<file path="src/rtl/urv_console_uart.sv">
// Console/test-status peripheral for the uRV data bus: a TX byte FIFO drained by an
// 8N1 UART transmitter, a sticky test-done register and a pollable status register.
module urv_console_uart #(
  parameter logic [31:0] g_base_addr  = 32'h0010_0000,
  parameter int          g_clk_div    = 16,
  parameter int          g_fifo_depth = 16
) (
  input  logic        clk_i,
  input  logic        rst_i,
  input  logic [31:0] dm_addr_i,
  input  logic [31:0] dm_data_s_i,
  input  logic [3:0]  dm_data_select_i,
  input  logic        dm_store_i,
  input  logic        dm_load_i,
  output logic [31:0] dm_data_l_o,
  output logic        dm_store_done_o,
  output logic        dm_load_done_o,
  output logic        uart_txd_o,
  output logic        test_done_o,
  output logic [7:0]  test_code_o
);

  localparam int             PTR_W     = $clog2(g_fifo_depth);
  localparam logic [15:0]    BIT_TICKS = 16'(g_clk_div - 1);
  localparam logic [PTR_W:0] PTR_ONE   = (PTR_W + 1)'(1);
  localparam logic [29:0]    TX_WORD   = g_base_addr[31:2];
  localparam logic [29:0]    DONE_WORD = g_base_addr[31:2] + 30'd1;
  localparam logic [29:0]    STAT_WORD = g_base_addr[31:2] + 30'd2;

  typedef enum logic [1:0] {
    S_IDLE,
    S_START,
    S_DATA,
    S_STOP
  } tx_state_t;

  tx_state_t      state;
  logic [PTR_W:0] wr_ptr;
  logic [PTR_W:0] rd_ptr;
  logic [PTR_W:0] level;
  logic [7:0]     fifo_mem [g_fifo_depth];
  logic [7:0]     shift_reg;
  logic [2:0]     bit_cnt;
  logic [15:0]    bit_timer;
  logic           txd;
  logic           sel_tx;
  logic           sel_done;
  logic           sel_stat;
  logic           fifo_full;
  logic           fifo_empty;
  logic           push;
  logic           pop;
  logic           busy;
  logic [7:0]     level_sat;
  logic [31:0]    stat_word;
  logic           unused_bits;

  assign unused_bits = ^{dm_addr_i[1:0], dm_data_s_i[31:8], dm_data_select_i[3:1]};

  assign sel_tx   = (dm_addr_i[31:2] == TX_WORD);
  assign sel_done = (dm_addr_i[31:2] == DONE_WORD);
  assign sel_stat = (dm_addr_i[31:2] == STAT_WORD);

  // Extra pointer MSB distinguishes a wrapped (full) FIFO from an empty one.
  assign fifo_empty = (wr_ptr == rd_ptr);
  assign fifo_full  = (wr_ptr[PTR_W] != rd_ptr[PTR_W]) &&
                      (wr_ptr[PTR_W-1:0] == rd_ptr[PTR_W-1:0]);
  assign level      = wr_ptr - rd_ptr;
  assign level_sat  = (32'(level) > 32'd255) ? 8'hFF : 8'(level);

  assign busy      = (state != S_IDLE);
  assign pop       = (state == S_IDLE) && !fifo_empty;
  assign push      = dm_store_i && sel_tx && dm_data_select_i[0] && !fifo_full;
  assign stat_word = {16'h0000, level_sat, 5'b00000, busy, fifo_full, fifo_empty};

  // A TX store against a full FIFO stalls the CPU until a pop has freed a slot.
  assign dm_store_done_o = dm_store_i && !(sel_tx && fifo_full);
  assign uart_txd_o      = txd;

  always_ff @(posedge clk_i or posedge rst_i) begin
    if (rst_i) begin
      wr_ptr <= '0;
      rd_ptr <= '0;
    end else begin
      if (push)
        wr_ptr <= wr_ptr + PTR_ONE;
      if (pop)
        rd_ptr <= rd_ptr + PTR_ONE;
    end
  end

  always_ff @(posedge clk_i) begin
    if (push)
      fifo_mem[wr_ptr[PTR_W-1:0]] <= dm_data_s_i[7:0];
  end

  always_ff @(posedge clk_i or posedge rst_i) begin
    if (rst_i) begin
      state     <= S_IDLE;
      shift_reg <= 8'h00;
      bit_cnt   <= 3'd0;
      bit_timer <= 16'd0;
      txd       <= 1'b1;
    end else begin
      case (state)
        S_IDLE: begin
          txd <= 1'b1;
          if (!fifo_empty) begin
            shift_reg <= fifo_mem[rd_ptr[PTR_W-1:0]];
            bit_timer <= BIT_TICKS;
            txd       <= 1'b0;
            state     <= S_START;
          end
        end
        S_START: begin
          if (bit_timer == 16'd0) begin
            bit_timer <= BIT_TICKS;
            bit_cnt   <= 3'd0;
            txd       <= shift_reg[0];
            state     <= S_DATA;
          end else begin
            bit_timer <= bit_timer - 16'd1;
          end
        end
        S_DATA: begin
          if (bit_timer == 16'd0) begin
            bit_timer <= BIT_TICKS;
            bit_cnt   <= bit_cnt + 3'd1;
            if (bit_cnt == 3'd7) begin
              txd   <= 1'b1;
              state <= S_STOP;
            end else begin
              txd       <= shift_reg[1];
              shift_reg <= {1'b0, shift_reg[7:1]};
            end
          end else begin
            bit_timer <= bit_timer - 16'd1;
          end
        end
        S_STOP: begin
          txd <= 1'b1;
          if (bit_timer == 16'd0)
            state <= S_IDLE;
          else
            bit_timer <= bit_timer - 16'd1;
        end
        default: begin
          txd   <= 1'b1;
          state <= S_IDLE;
        end
      endcase
    end
  end

  always_ff @(posedge clk_i or posedge rst_i) begin
    if (rst_i) begin
      dm_load_done_o <= 1'b0;
      dm_data_l_o    <= 32'h0;
    end else begin
      dm_load_done_o <= dm_load_i;
      dm_data_l_o    <= (dm_load_i && sel_stat) ? stat_word : 32'h0;
    end
  end

  always_ff @(posedge clk_i or posedge rst_i) begin
    if (rst_i) begin
      test_done_o <= 1'b0;
      test_code_o <= 8'h00;
    end else if (dm_store_i && sel_done) begin
      test_done_o <= 1'b1;
      test_code_o <= dm_data_s_i[7:0];
    end
  end

endmodule

</file>
<file path="config.mk">
export PLATFORM = sky130hd
export DESIGN_NAME = urv_console_uart
export DESIGN_NICKNAME = d
export VERILOG_FILES = /design/src/rtl/urv_console_uart.sv
export SDC_FILE = /design/constraint.sdc
export NUM_CORES = 1
export LEC_CHECK = 0
export ABC_AREA = 1
export BUFFER_PORTS_ARGS = -buffer_cell sky130_fd_sc_hd__buf_2
export CORE_MARGIN = 4
export CORE_UTILIZATION = 55
export DETAILED_ROUTE_END_ITERATION = 16
export GPL_TIMING_DRIVEN = 0
export PLACE_DENSITY = 0.76
export SYNTH_ARGS = -nofsm -noshare
export SYNTH_HDL_FRONTEND = slang
export SYNTH_SLANG_ARGS = --single-unit
</file>
<file path="constraint.sdc">
create_clock -name clk_i -period 5.8 [get_ports clk_i]
set_clock_uncertainty 0.2 [all_clocks]
set_input_delay 0.29 -clock clk_i [delete_from_list [all_inputs] [get_ports clk_i]]
set_output_delay 0.29 -clock clk_i [all_outputs]
set_load 0.02 [all_outputs]
</file>
Yosys cells after proc, flatten, opt, wreduce, memory -nomap -nowiden

Memory sizes are Yosys's and may differ from the RTL's.
Cells that the tools add are included.

Output and inout bits: 44
Memory bits (writable): 128
Bits in registers: 63
Input port bits: 72
Word-level logic and storage cells: 82
Memories: 1

Add/sub/neg operators: 5
Mux-type cells: 25
Equality and inequality tests: 17
Reduce and logical (&&, ||, !) cells: 23

Memory list:

| memory   | depth | width | read ports | clocked after Yosys merged registers in | write ports | RTL line | text |
|---|---|---|---|---|---|---|---|
| fifo_mem | 16    | 8     | 1          | 0                                       | 1           | 41       | `logic [7:0] fifo_mem [g_fifo_depth];` |

Operators by type and width:

| kind                    | count |
|---|---|
| $eq A30 B19 Y1 const B  | 3 |
| $mux W16                | 3 |
| $pmux W16 S3            | 1 |
| $mux W8                 | 3 |
| $logic_not A16 Y1       | 1 |
| $pmux W8 S2             | 1 |
| $sub A16 B1 Y16 const B | 1 |
| $ne A2 B2 Y1 const B    | 7 |
| $mux W13                | 1 |
| $add A5 B1 Y5 const B   | 2 |
| $mux W2                 | 5 |
| $logic_and A1 B1 Y1     | 9 |
| $pmux W2 S4             | 1 |
| $mux W1                 | 6 |
| $mux W3                 | 2 |
| $pmux W3 S2             | 1 |
| $reduce_bool A2 Y1      | 3 |
| $eq A5 B5 Y1            | 1 |
| $reduce_and A5 Y1       | 1 |
| $sub A5 B5 Y5           | 1 |
| $eq A2 B2 Y1 const B    | 2 |
| $eq A4 B4 Y1            | 1 |
| $pmux W1 S4             | 1 |
| $reduce_and A2 Y1       | 2 |
| 9 further kinds         | 11 |

Depth between registers and ports, before layout

Gate-level depths: netlist of the first run.

Depth in word-level cells: 6
Gate-level depth with buffers: 13
Depth with buffers taken out: 11

Least setup slack after synthesis of the first run

OpenSTA, ideal clock, no wires.

Kind: flip-flop to flip-flop
Start point: register rd_ptr[1]
End point: memory fifo_mem[12][0] (enable)
Slack: 2973 ps
Stages on the path, launching flop included: 11
Period minus slack after synthesis: 2827 ps
Setup time: 383 ps
Arrival time: 2244 ps
Required time: 5217 ps
Path buffers: 3
Path through: dfrtp_1 buf_2 inv_2 buf_2 ha_1 nand4_1 nor2_2 nor2_4 nand3_2 buf_2 nor3_1

Longest elaborated chain between the ends: 6

Ends and longest elaborated chain:

| item                          | RTL line | text |
|---|---|---|
| start, declared               | 39       | `logic [PTR_W:0] rd_ptr;` |
| start signal, assigned        | 88       | `rd_ptr <= rd_ptr + PTR_ONE;` |
| $eq A4 B4 Y1                  | 67       | `(wr_ptr[PTR_W-1:0] == rd_ptr[PTR_W-1:0]);` |
| $logic_and A1 B1 Y1           | 66       | `assign fifo_full = (wr_ptr[PTR_W] != rd_ptr[PTR_W]) &&` |
| $logic_not A1 Y1              | 73       | `assign push = dm_store_i && sel_tx && dm_data_select_i[0] && !fifo_full;` |
| $logic_and A1 B1 Y1           | 73       |  |
| $mux W1                       | 93       | `if (push)` |
| $mux W1 (not written as such) | 94       | `fifo_mem[wr_ptr[PTR_W-1:0]] <= dm_data_s_i[7:0];` |
| end, declared                 | 41       |  |

Every way passes these cells.

Worst setup path after layout of the first run

Start point: register rd_ptr[1]
End point: memory fifo_mem[10][6] (enable)

Same word-level chain as after synthesis.

==> results of run 1 <==
-- final timing paths --
| kind | from | endpoint | cells past startpoint |
|---|---|---|---|
| min in group asynchronous | rst_i | wr_ptr[1]$_DFFE_PP0P_ | 3 |
| setup / recovery | rd_ptr[1]$_DFFE_PP0P_ | fifo_mem[10][6]$_DFFE_PP_ | 10 |
| setup reg to reg | rd_ptr[1]$_DFFE_PP0P_ | fifo_mem[10][6]$_DFFE_PP_ | 10 |
| hold / removal | dm_store_i | wr_ptr[4]$_DFFE_PP0P_ | 5 |
| max in group asynchronous | rst_i | uart_txd_o$_DFFE_PP1P_ | 4 |
| hold reg to reg | shift_reg[4]$_DFFE_PP0P_ | shift_reg[4]$_DFFE_PP0P_ | 2 |
-- worst min-delay path: stages --
cell	delay [ns]
buf_2	0.13
nand3_1	0.08
nor2_1	0.04
nand3_1	0.05
nand2_1	0.04
-- final cells by class --
type | count | area [um2]
well taps | 216 | 270
clock buffers | 17 | 425
inverters | 84 | 315
multi-input cells | 663 | 3200
clock inverters | 14 | 199
flip-flops and latches | 186 | 5300
fillers | 1330 | 5570
repair buffers | 68 | 378
plain buffers | 54 | 340
-- Yosys cell counts, drive strengths merged --
cell type	count
clkbuf	9
fa	1
o2111ai	1
edfxtp	128
nor3	19
o22ai	1
xnor2	6
dfrtp	57
inv	82
or2	1
nand3	81
nor2	207
o31ai	1
a21oi	15
o21ai	72
a21boi	1
dfstp	1
nand4	11
xor2	6
clkinv	2
nand3b	1
o21bai	1
nand2	196
buf	45
nor4	1
conb	1
ha	17
-- cells by family after synthesis --
family	Yosys count	share of synthesized area, %
and+or+nand+nor	517	24.9
DFF	186	58.5
buffers and inverters	138	7.24
AOI/OAI and AO/OA	92	5.59
adders and majority gates	18	2.57
xor gates and xnor gates	12	1.24
other	1	0.0414
-- timing repair --
item                                    CTS  global route
endpoints found under the setup margin    0             0
hold buffers                              4             0
endpoints found under the hold margin    27             0
-- layer usage --
metal  vias up  share of wire [%]  track usage, %
met4         0                1.9            7.89
li1       3342                  -               -
met1      3199                 42            29.4
met5         -                  0               0
met3        36                6.7            5.03
met2       244                 50            38.7
-- where the power goes --
group	total [mW]	internal (mW)	leakage (nW)	switching, mW
registers	1.42	1.42	1.88	0.0000629
logic	0.0835	0.0284	2.32	0.0551
clock network	1.22	0.662	0.302	0.554
==> results.rst, run 1 <==
.. list-table::
   :header-rows: 1

   * - Metric
     - Value
   * - Number of placed instances with taps included
     - 1266
   * - Mapped Cells
     - 964
   * - # port buffers
     - 62
   * - Register bit total from synthesis
     - 186
   * - Maximum root-to-sink buffer count
     - 2
   * - Post-route insts no fill
     - 1302
   * - Cell with the biggest individual delay on the critical path
     - nor3_1
   * - Clock transition at the register clock pins on the worst setup and hold paths after CTS
     - 0.07 ns
   * - Placeable core area
     - 16000 um2
   * - Clk Latency, worst-skew pair
     - 0.44 ns
   * - Number of max-cap violations
     - 0
   * - Relative max-transition margin
     - 8.16%
   * - Number of buffers added by the clock tree synthesis step
     - 17
   * - Number of diodes
     - 0
   * - Detail Placement HPWL
     - 14.0 mm
   * - Floorplan die height
     - 136 um
   * - Clock tree from TritonCTS
     - done
   * - Status
     - complete, no violations
   * - Nets
     - 1164
   * - Number of global-route vias before repair
     - 6573
   * - Cell taking the most area after synthesis
     - edfxtp_1
   * - Power consumption
     - 2.72 mW
   * - Final weighted congestion in routability-driven placement
     - 0.888
   * - Util after Layout
     - 65.2%
   * - Worst Path Max Fanout
     - 11
   * - Flip-flop count of the largest register after layout
     - 128
   * - Setup slack after placement
     - 2.12 ns
   * - Setup-failing EPs final
     - 0
   * - Delay of the slowest cell on the worst path
     - 1.02 ns
   * - Accumulated negative setup slack
     - 0 ns
   * - Worst-margin pin slew
     - 1.37 ns
   * - Count of unique library cells instantiated by Yosys
     - 41
   * - Die area
     - 18600 um2
   * - Number of levels in the clock H-tree
     - 4
   * - Total count of hold-check failures in the final report
     - 0
   * - Avg Inst Size Synth
     - 9.40 um2
   * - Antenna Nets Post-Route
     - 0
   * - Kind of capture point of the worst setup path
     - flop
   * - Top cell by count, worst path
     - buf_2
   * - Number of detailed-route iterations in the first pass
     - 5
   * - Setup Fix Bufs, Post-CTS
     - 0
   * - Upper clock frequency limit
     - 0.273 GHz
   * - Pin count of the biggest net entering global routing
     - 43
   * - Num ports
     - 116
   * - Clock Tree Root
     - clkbuf_16
   * - DRC marker count from the first detailed-route iteration
     - 544
   * - Commonest non-fill, non-tap cell in the layout
     - nor2_1
   * - List of cells traversed by the critical path
     - buf_2 -> inv_2 -> buf_2 -> ha_1 -> nand4_1 -> nor2_2 -> nor2_4 -> nand3_2 -> buf_2 -> nor3_1
   * - Synth top area share
     - 42.4%
   * - Cell row count
     - 46
   * - Top cells by area, synth
     - edfxtp_1 (42%), dfrtp_1 (16%), nor2_1 (7.9%)
   * - CP required
     - 5.65 ns
   * - Die outline width
     - 136 um
   * - Cell leakage power
     - 4.50 nW
   * - Period utilisation layout
     - 63.3%
   * - RSZ-0062 raised after global routing
     - no
   * - Peak supply drop
     - 0.219 mV
   * - Setup slack, reg-to-reg
     - 2.13 ns
   * - Global Route Usage Sum
     - 22.9%
   * - Power per standard cell area
     - 261 nW/um2
   * - Kind of critical path
     - reg2reg
   * - GRT Residual Overflow
     - 0
   * - Global-route wire length before repair
     - 32.7 mm
   * - Post-detailed-route DRC marker count
     - 0
   * - Min Hold Slack
     - 0.0293 ns
   * - Via-to-Cell Ratio
     - 5.24
   * - Wire length after detailed routing
     - 20.2 mm
   * - Kind of launch point of the worst setup path
     - flop
   * - Synthesis-to-layout area growth
     - 15.1%
   * - Clock net sink count
     - 186
   * - Share of post-route cells with drive strength above 1
     - 17.4%
   * - CP Buf/Inv Count
     - 4
   * - Seq/Total Area, Yosys
     - 58.5%
   * - Data arrival, critical path
     - 3.52 ns
   * - Combined area of all synthesized cells
     - 9060 um2
   * - Hold Crit Class
     - in2reg
   * - Initial standard-cell utilization of the core
     - 56.6%
   * - Yosys warnings
     - 0
   * - Family of cells with the greatest summed delay on the critical path
     - simple AND/OR/NAND/NOR gates
   * - Number of vias in the routed layout
     - 6821
   * - Placed standard-cell area
     - 9750 um2
   * - Max-slew violation count
     - 0
   * - Antenna violations before repair
     - 0
   * - Cells resized by post-CTS repair
     - 0
   * - Shortest clock period the worst path allows after layout
     - 3.67 ns
   * - Final worst setup slack
     - 2.13 ns
   * - Post-detailed-route wirelength per cell
     - 15.5 um
   * - Fin area
     - 10400 um2
   * - Commonest cells after routing, fill and taps aside
     - nor2_1 (191), nand2_1 (190), edfxtp_1 (128)
(Power assumes the default switching activity.)
==> inputs of run 2 (changes only) <==
==> constraint.sdc (replaced) <==
create_clock -name clk_i -period 3.49 [get_ports clk_i]
set_clock_uncertainty 0.2 [all_clocks]
set_input_delay 0.1745 -clock clk_i [delete_from_list [all_inputs] [get_ports clk_i]]
set_output_delay 0.1745 -clock clk_i [all_outputs]
set_load 0.02 [all_outputs]
==> run 2 against run 1 <==
Net effect: the run now ends with setup timing left; sequential share of layout area down 0.81 points; clock power up 66%; combinational power up 77%; sequential cell count unchanged; first-iteration DRC count unchanged; fmax up 0.23%; via count up 1.0%; power up 67%; largest power group unchanged; register-to-register slack worse by 2.3 ns; largest cell class unchanged.
==> results.rst, run 2 (synthesis gave the netlist of run 1 again) <==
.. list-table::
   :header-rows: 1

   * - Metric
     - Value
   * - RSZ-0062 raised after global routing
     - yes
   * - Min-Delay Startpoint
     - dm_addr_i[23]
   * - Crit path from
     - rd_ptr[1]$_DFFE_PP0P_
   * - Number of diodes
     - 0 (unchanged)
   * - Maximum root-to-sink buffer count
     - 2 (unchanged)
   * - Violations in the final reports
     - setup timing
   * - Power per standard cell area
     - 427 nW/um2 (+64%)
   * - Cell row count
     - 46 (unchanged)
   * - Register area
     - 5300 um2 (unchanged)
   * - Hold endpoint
     - wr_ptr[2]$_DFFE_PP0P_
   * - Setup Fix Bufs, Post-CTS
     - 0 (unchanged)
   * - Flip-flop count of the largest register after layout
     - 128 (unchanged)
   * - Area of combinational cells with multiple inputs
     - 3220 um2 (+0.47%)
   * - Number of detailed-route iterations in the first pass
     - 5 (unchanged)
   * - Antenna violations before repair
     - 0 (unchanged)
   * - Die area
     - 18600 um2 (unchanged)
   * - Status
     - finished, violations left
   * - Clock net sink count
     - 186 (unchanged)
   * - Max-slew violation count
     - 0 (unchanged)
   * - Number of max-cap violations
     - 0 (unchanged)
   * - Final-layout fill cell count
     - 1306 (-1.8%)
   * - Number of vias in the routed layout
     - 6891 (+1.0%)
   * - Kind of critical path
     - reg2reg
   * - Die outline width
     - 136 um (unchanged)
   * - Worst Path Max Fanout
     - 11 (unchanged)
   * - Post-detailed-route wirelength per cell
     - 15.6 um (+0.43%)
   * - Hold depth
     - 8 (+3)
   * - Kind of capture point of the worst setup path
     - flop
   * - Worst-margin pin slew
     - 1.35 ns (-0.0135 ns)
   * - Initial standard-cell utilization of the core
     - 56.6% (unchanged)
   * - Number of placed instances with taps included
     - 1266 (unchanged)
   * - Nets
     - 1179 (+1.3%)
   * - Period utilisation layout
     - 105% (+42 points)
   * - Source of the worst register-to-register timing path
     - rd_ptr[1]$_DFFE_PP0P_
   * - Post-route insts no fill
     - 1317 (+1.2%)
   * - Global-route wire length before repair
     - 33.1 mm (+1.1%)
   * - Clock transition at the register clock pins on the worst setup and hold paths after CTS
     - 0.07 ns (about the same)
   * - FF-to-FF path depth
     - 10 (unchanged)
   * - Commonest non-fill, non-tap cell in the layout
     - nor2_1
   * - Total count of hold-check failures in the final report
     - 0 (unchanged)
   * - Final worst setup slack
     - -0.170 ns (-2.30 ns)
   * - Antenna Nets Post-Route
     - 0 (unchanged)
   * - Clock tree from TritonCTS
     - done
   * - Floorplan die height
     - 136 um (unchanged)
   * - Number of levels in the clock H-tree
     - 4 (unchanged)
   * - Relative max-transition margin
     - 9.07% (+0.91 points)
   * - Setup-failing EPs final
     - 48 (+48)
   * - DRC marker count from the first detailed-route iteration
     - 544 (unchanged)
   * - Detail Placement HPWL
     - 14.0 mm (unchanged)
   * - Placeable core area
     - 16000 um2 (unchanged)
   * - GRT Residual Overflow
     - 0 (unchanged)
   * - Peak supply drop
     - 0.363 mV (+66%)
   * - Data arrival, critical path
     - 3.51 ns (about the same)
   * - Clock Tree Root
     - clkbuf_16
   * - Kind of launch point of the worst setup path
     - flop
   * - Cell leakage power
     - 4.57 nW (+1.5%)
   * - Worst flop-to-flop path endpoint
     - fifo_mem[13][5]$_DFFE_PP_
   * - Synthesis-to-layout area growth
     - 17.0%
   * - Hold Crit Class
     - in2reg
   * - Setup slack, reg-to-reg
     - -0.17 ns (-2.30 ns)
   * - Shortest clock period the worst path allows after layout
     - 3.66 ns (-0.00835 ns)
   * - Clk Latency, worst-skew pair
     - 0.44 ns (about the same)
   * - # port buffers
     - 62 (unchanged)
   * - Util after Layout
     - 66.2% (+1.1 points)
   * - Pin count of the biggest net entering global routing
     - 43 (unchanged)
   * - CP required
     - 3.34 ns (-2.31 ns)
   * - Final weighted congestion in routability-driven placement
     - 0.888 (unchanged)
   * - Commonest cells after routing, fill and taps aside
     - nor2_1 (191), nand2_1 (190), edfxtp_1 (128)
   * - Wire length after detailed routing
     - 20.5 mm (+1.6%)
   * - Upper clock frequency limit
     - 0.273 GHz (+0.23%)
   * - Via-to-Cell Ratio
     - 5.23 (-0.12%)
   * - Share of post-route cells with drive strength above 1
     - 17.5% (+0.13 points)
   * - Number of global-route vias before repair
     - 6633 (+0.91%)
   * - Num ports
     - 116 (unchanged)
   * - Global Route Usage Sum
     - 23.2% (+0.27 points)
   * - Number of buffers added by the clock tree synthesis step
     - 17 (unchanged)
   * - Post-detailed-route DRC marker count
     - 0 (unchanged)
-- run 2: worst max-delay path by stage --
| stage | end | slack [ns] |
|---|---|---|
| final | fifo_mem[13][5]$_DFFE_PP_ | -0.17 |
| after global routing | fifo_mem[6][2]$_DFFE_PP_ | -0.36 |
| after CTS | fifo_mem[14][2]$_DFFE_PP_ | -0.20 |
| after detailed placement | fifo_mem[14][5]$_DFFE_PP_ | -0.19 |
| after global placement | fifo_mem[8][5]$_DFFE_PP_ | -0.14 |
| after floorplan | fifo_mem[12][0]$_DFFE_PP_ | 0.66 |
-- run 2: cell type report --
| class | instances | area share (%) |
|---|---|---|
| clock inverter | 14 | 1.88 |
| timing repair buffer | 83 | 4.98 |
| multi-input combinational | 663 | 30.4 |
| inverter | 84 | 3.01 |
| sequential | 186 | 50.0 |
| clock buffer | 17 | 4.01 |
| buffer | 54 | 3.21 |
| tap | 216 | 2.55 |
-- run 2: timing repair --
item | CTS | global route
cloned | 0 | 0
hold buffers | 19 | 0
gates resized for setup | 0 | 4
endpoints found under the setup margin | 96 | 89
endpoints found under the hold margin | 196 | 0
-- run 2: layer usage --
layer  part of all wire (%)  vias up  wire, um  global-route usage, %
li1                       -     3367         -                      -
met1                     42     3259      8710                   29.6
met2                     50      230     10200                   39.1
met3                    6.2       35      1270                   5.29
met4                    1.8        0       377                   8.06
met5                      0        -         0                      0
-- run 2: through the flow --
stage                     total power, mW  setup slack (ns)  setup TNS (ns)  hold WS, ns  instance area [um2]
after CTS                            4.54            -0.204          -11.96       0.0114                10600
final                                4.53            -0.170           -4.97       0.0139                10600
after detailed placement             2.54            -0.186          -10.89      -0.0261                 9750
after global routing                 4.67            -0.361          -17.90       0.0600                10600
after floorplan                      2.48             0.663               0      0.00593                 9150
after global placement               2.54            -0.138           -5.87        0.103                 9730
-- run 2: report_power, final --
part	total [mW]	switching [mW]	internal (mW)
registers	2.36	0.000111	2.36
clock network	2.02	0.921	1.10
logic	0.148	0.0937	0.0545
-- run 2: critical path, stage by stage, from the launching register on --
cell     delay, ns
dfrtp_1       0.39
buf_2         0.18
inv_2         0.13
buf_2         0.31
ha_1          0.32
nand4_1       0.14
nor2_2        0.09
nor2_4        0.16
nand3_2       0.12
buf_2         0.21
nor3_1        1.01
==> inputs of run 3 (changes only) <==
--- a/config.mk
+++ b/config.mk
@@ -11,7 +11,7 @@
 export CORE_UTILIZATION = 55
 export DETAILED_ROUTE_END_ITERATION = 16
 export GPL_TIMING_DRIVEN = 0
-export PLACE_DENSITY = 0.76
+export PLACE_DENSITY = 0.8
 export SYNTH_ARGS = -nofsm -noshare
 export SYNTH_HDL_FRONTEND = slang
 export SYNTH_SLANG_ARGS = --single-unit
==> run 3 against run 2 <==
Net effect: the run now ends clean; non-clock buffer count fell by 4; sequential power barely moved; final cell count fell by 0.23%; sequential share of layout area fell by 0.065 points; global-route usage rose by 0.15 points; worst setup slack improved by 0.32 ns; die area did not move; design area rose by 0.13%; combinational power barely moved; routed wire length rose by 1.0%; critical path type unchanged; largest power group unchanged; highest routed layer unchanged.
==> results.rst, run 3 (synthesis gave the netlist of run 1 again) <==
.. list-table::
   :header-rows: 1

   * - Metric
     - Value
   * - Flip-flop count of the largest register after layout
     - 128 (unchanged)
   * - Die outline width
     - 136 um (unchanged)
   * - Fin area
     - 10600 um2 (+0.13%)
   * - Floorplan die height
     - 136 um (unchanged)
   * - Placed standard-cell area
     - 9750 um2 (unchanged)
   * - Max-slew violation count
     - 0 (unchanged)
   * - Synthesis-to-layout area growth
     - 17.1%
   * - Commonest cells after routing, fill and taps aside
     - nand2_1 (190), nor2_1 (189), edfxtp_1 (128)
   * - Number of max-cap violations
     - 0 (unchanged)
   * - Clock Tree Root
     - clkbuf_16
   * - Global routing usage on met3
     - 5.51% (+0.22 points)
   * - Share of post-route cells with drive strength above 1
     - 18.5% (+0.96 points)
   * - Shortest clock period the worst path allows after layout
     - 3.34 ns (-0.324 ns)
   * - Commonest non-fill, non-tap cell in the layout
     - nand2_1
   * - Clock tree from TritonCTS
     - done
   * - Cell leakage power
     - 4.55 nW (-0.31%)
   * - Clock net sink count
     - 186 (unchanged)
   * - Hold Crit Class
     - in2reg
   * - Final worst setup slack
     - 0.154 ns (+0.324 ns)
   * - Final weighted congestion in routability-driven placement
     - 0.897 (+1.1%)
   * - Clock transition at the register clock pins on the worst setup and hold paths after CTS
     - 0.08 ns (about the same)
   * - Global Route Usage Sum
     - 23.3% (+0.15 points)
   * - Detail Placement HPWL
     - 14.2 mm (+1.0%)
   * - Number of diodes
     - 0 (unchanged)
   * - Total count of hold-check failures in the final report
     - 0 (unchanged)
   * - Peak supply drop
     - 0.374 mV (+3.0%)
   * - Number of vias in the routed layout
     - 6981 (+1.3%)
   * - Worst-margin pin slew
     - 0.838 ns (-0.516 ns)
   * - Pin count of the biggest net entering global routing
     - 41 (-4.7%)
   * - Status
     - complete, no violations
   * - Maximum root-to-sink buffer count
     - 2 (unchanged)
   * - Kind of launch point of the worst setup path
     - flop
   * - Number of levels in the clock H-tree
     - 4 (unchanged)
   * - Initial standard-cell utilization of the core
     - 56.6% (unchanged)
   * - GRT Residual Overflow
     - 0 (unchanged)
   * - Relative max-transition margin
     - 43.8% (+35 points)
   * - RSZ-0062 raised after global routing
     - yes
   * - Antenna violations before repair
     - 0 (unchanged)
   * - Upper clock frequency limit
     - 0.300 GHz (+9.7%)
   * - Via-to-Cell Ratio
     - 5.31 (+1.5%)
   * - Met1 layer usage reported by global route
     - 28.4% (-1.1 points)
   * - Kind of critical path
     - reg2reg
   * - Kind of capture point of the worst setup path
     - flop
   * - Antenna Nets Post-Route
     - 0 (unchanged)
   * - Power per standard cell area
     - 424 nW/um2 (-0.72%)
   * - Placeable core area
     - 16000 um2 (unchanged)
   * - Period utilisation layout
     - 95.6% (-9.3 points)
   * - Worst Path Max Fanout
     - 11 (unchanged)
   * - DRC marker count from the first detailed-route iteration
     - 628 (+15%)
   * - Clk Latency, worst-skew pair
     - 0.44 ns (about the same)
   * - Number of global-route vias before repair
     - 6774 (+2.1%)
   * - Num ports
     - 116 (unchanged)
   * - CP required
     - 3.66 ns (+0.32 ns)
   * - Routing usage on met2
     - 40.3% (+1.1 points)
   * - Setup slack after placement
     - -0.178 ns (+0.00743 ns)
   * - Global-route wire length before repair
     - 33.3 mm (+0.73%)
   * - Nets
     - 1175 (-0.34%)
   * - Wire length after detailed routing
     - 20.7 mm (+1.0%)
   * - Accumulated negative setup slack
     - 0 ns (+4.97 ns)
   * - Min Hold Slack
     - 0.00382 ns (-0.0101 ns)
   * - Number of buffers added by the clock tree synthesis step
     - 17 (unchanged)
   * - Cell row count
     - 46 (unchanged)
   * - Setup-failing EPs final
     - 0 (-100%)
   * - Die area
     - 18600 um2 (unchanged)
   * - Post-detailed-route DRC marker count
     - 0 (unchanged)
   * - Power consumption
     - 4.50 mW (-0.60%)
   * - Post-detailed-route wirelength per cell
     - 15.8 um (+1.2%)
   * - Setup Fix Bufs, Post-CTS
     - 0 (unchanged)
   * - # port buffers
     - 62 (unchanged)
   * - Global route hottest layer
     - met2
   * - Number of detailed-route iterations in the first pass
     - 6 (+1)
   * - Data arrival, critical path
     - 3.51 ns (about the same)
-- run 3: final cells by class --
type | instances | area (um2)
plain buffers | 54 | 340
clock buffers | 17 | 425
clock inverters | 15 | 200
fillers | 1198 | 5390
inverters | 84 | 319
multi-input cells | 663 | 3270
flip-flops and latches | 186 | 5300
well taps | 216 | 270
repair buffers | 79 | 490
-- run 3: final timing paths --
path	start	to	slack [ns]	cells after the start
worst max-delay path	rd_ptr[1]$_DFFE_PP0P_	wr_ptr[4]$_DFFE_PP0P_	0.15	12
worst min-delay path	dm_addr_i[31]	wr_ptr[2]$_DFFE_PP0P_	0.004	8
worst max register to register	rd_ptr[1]$_DFFE_PP0P_	wr_ptr[4]$_DFFE_PP0P_	0.15	12
worst min register to register	test_done_o$_DFFE_PP0P_	test_done_o$_DFFE_PP0P_	0.27	2
max in group asynchronous	rst_i	uart_txd_o$_DFFE_PP1P_	2.40	4
min in group asynchronous	rst_i	test_code_o[4]$_DFFE_PP0P_	0.07	3
-- run 3: where the power goes --
part | internal (mW) | leakage [nW] | switching (mW)
combinational | 0.0545 | 2.37 | 0.0934
clock | 1.04 | 0.303 | 0.955
sequential | 2.36 | 1.88 | 0.0000895
-- run 3: timing repair --
action	in CTS	in global routing
gates resized for setup	13	4
endpoints found under the hold margin	196	0
endpoints found under the setup margin	104	17
hold buffers	16	0
-- run 3: worst max-delay path, stage by stage (launching register included) --
cell and delay (ns):
dfrtp_1 0.36, buf_2 0.21, inv_2 0.10, buf_2 0.22, ha_1 0.33, nand4_1 0.15, nor2_2 0.26, inv_1 0.12
nand4_1 0.09, dlygate4sd3_1 0.56, nand2_1 0.05, nand2_1 0.07, dlygate4sd3_1 0.54
-- run 3: through the flow --
stage / util, % / instances
after detailed placement: 60.9 / 1266
after CTS: 66.2 / 1314
after global placement: 60.8 / 1265
final: 66.3 / 1314
after global routing: 66.3 / 1314
after floorplan: - / 987
-- run 3: metal layers --
metal,up-vias,wire length (um),part of all wire (%)
met4,0,525,2.5
met5,-,0,0
met3,50,1450,7.0
met2,297,10600,51
met1,3271,8150,39
li1,3363,-,-
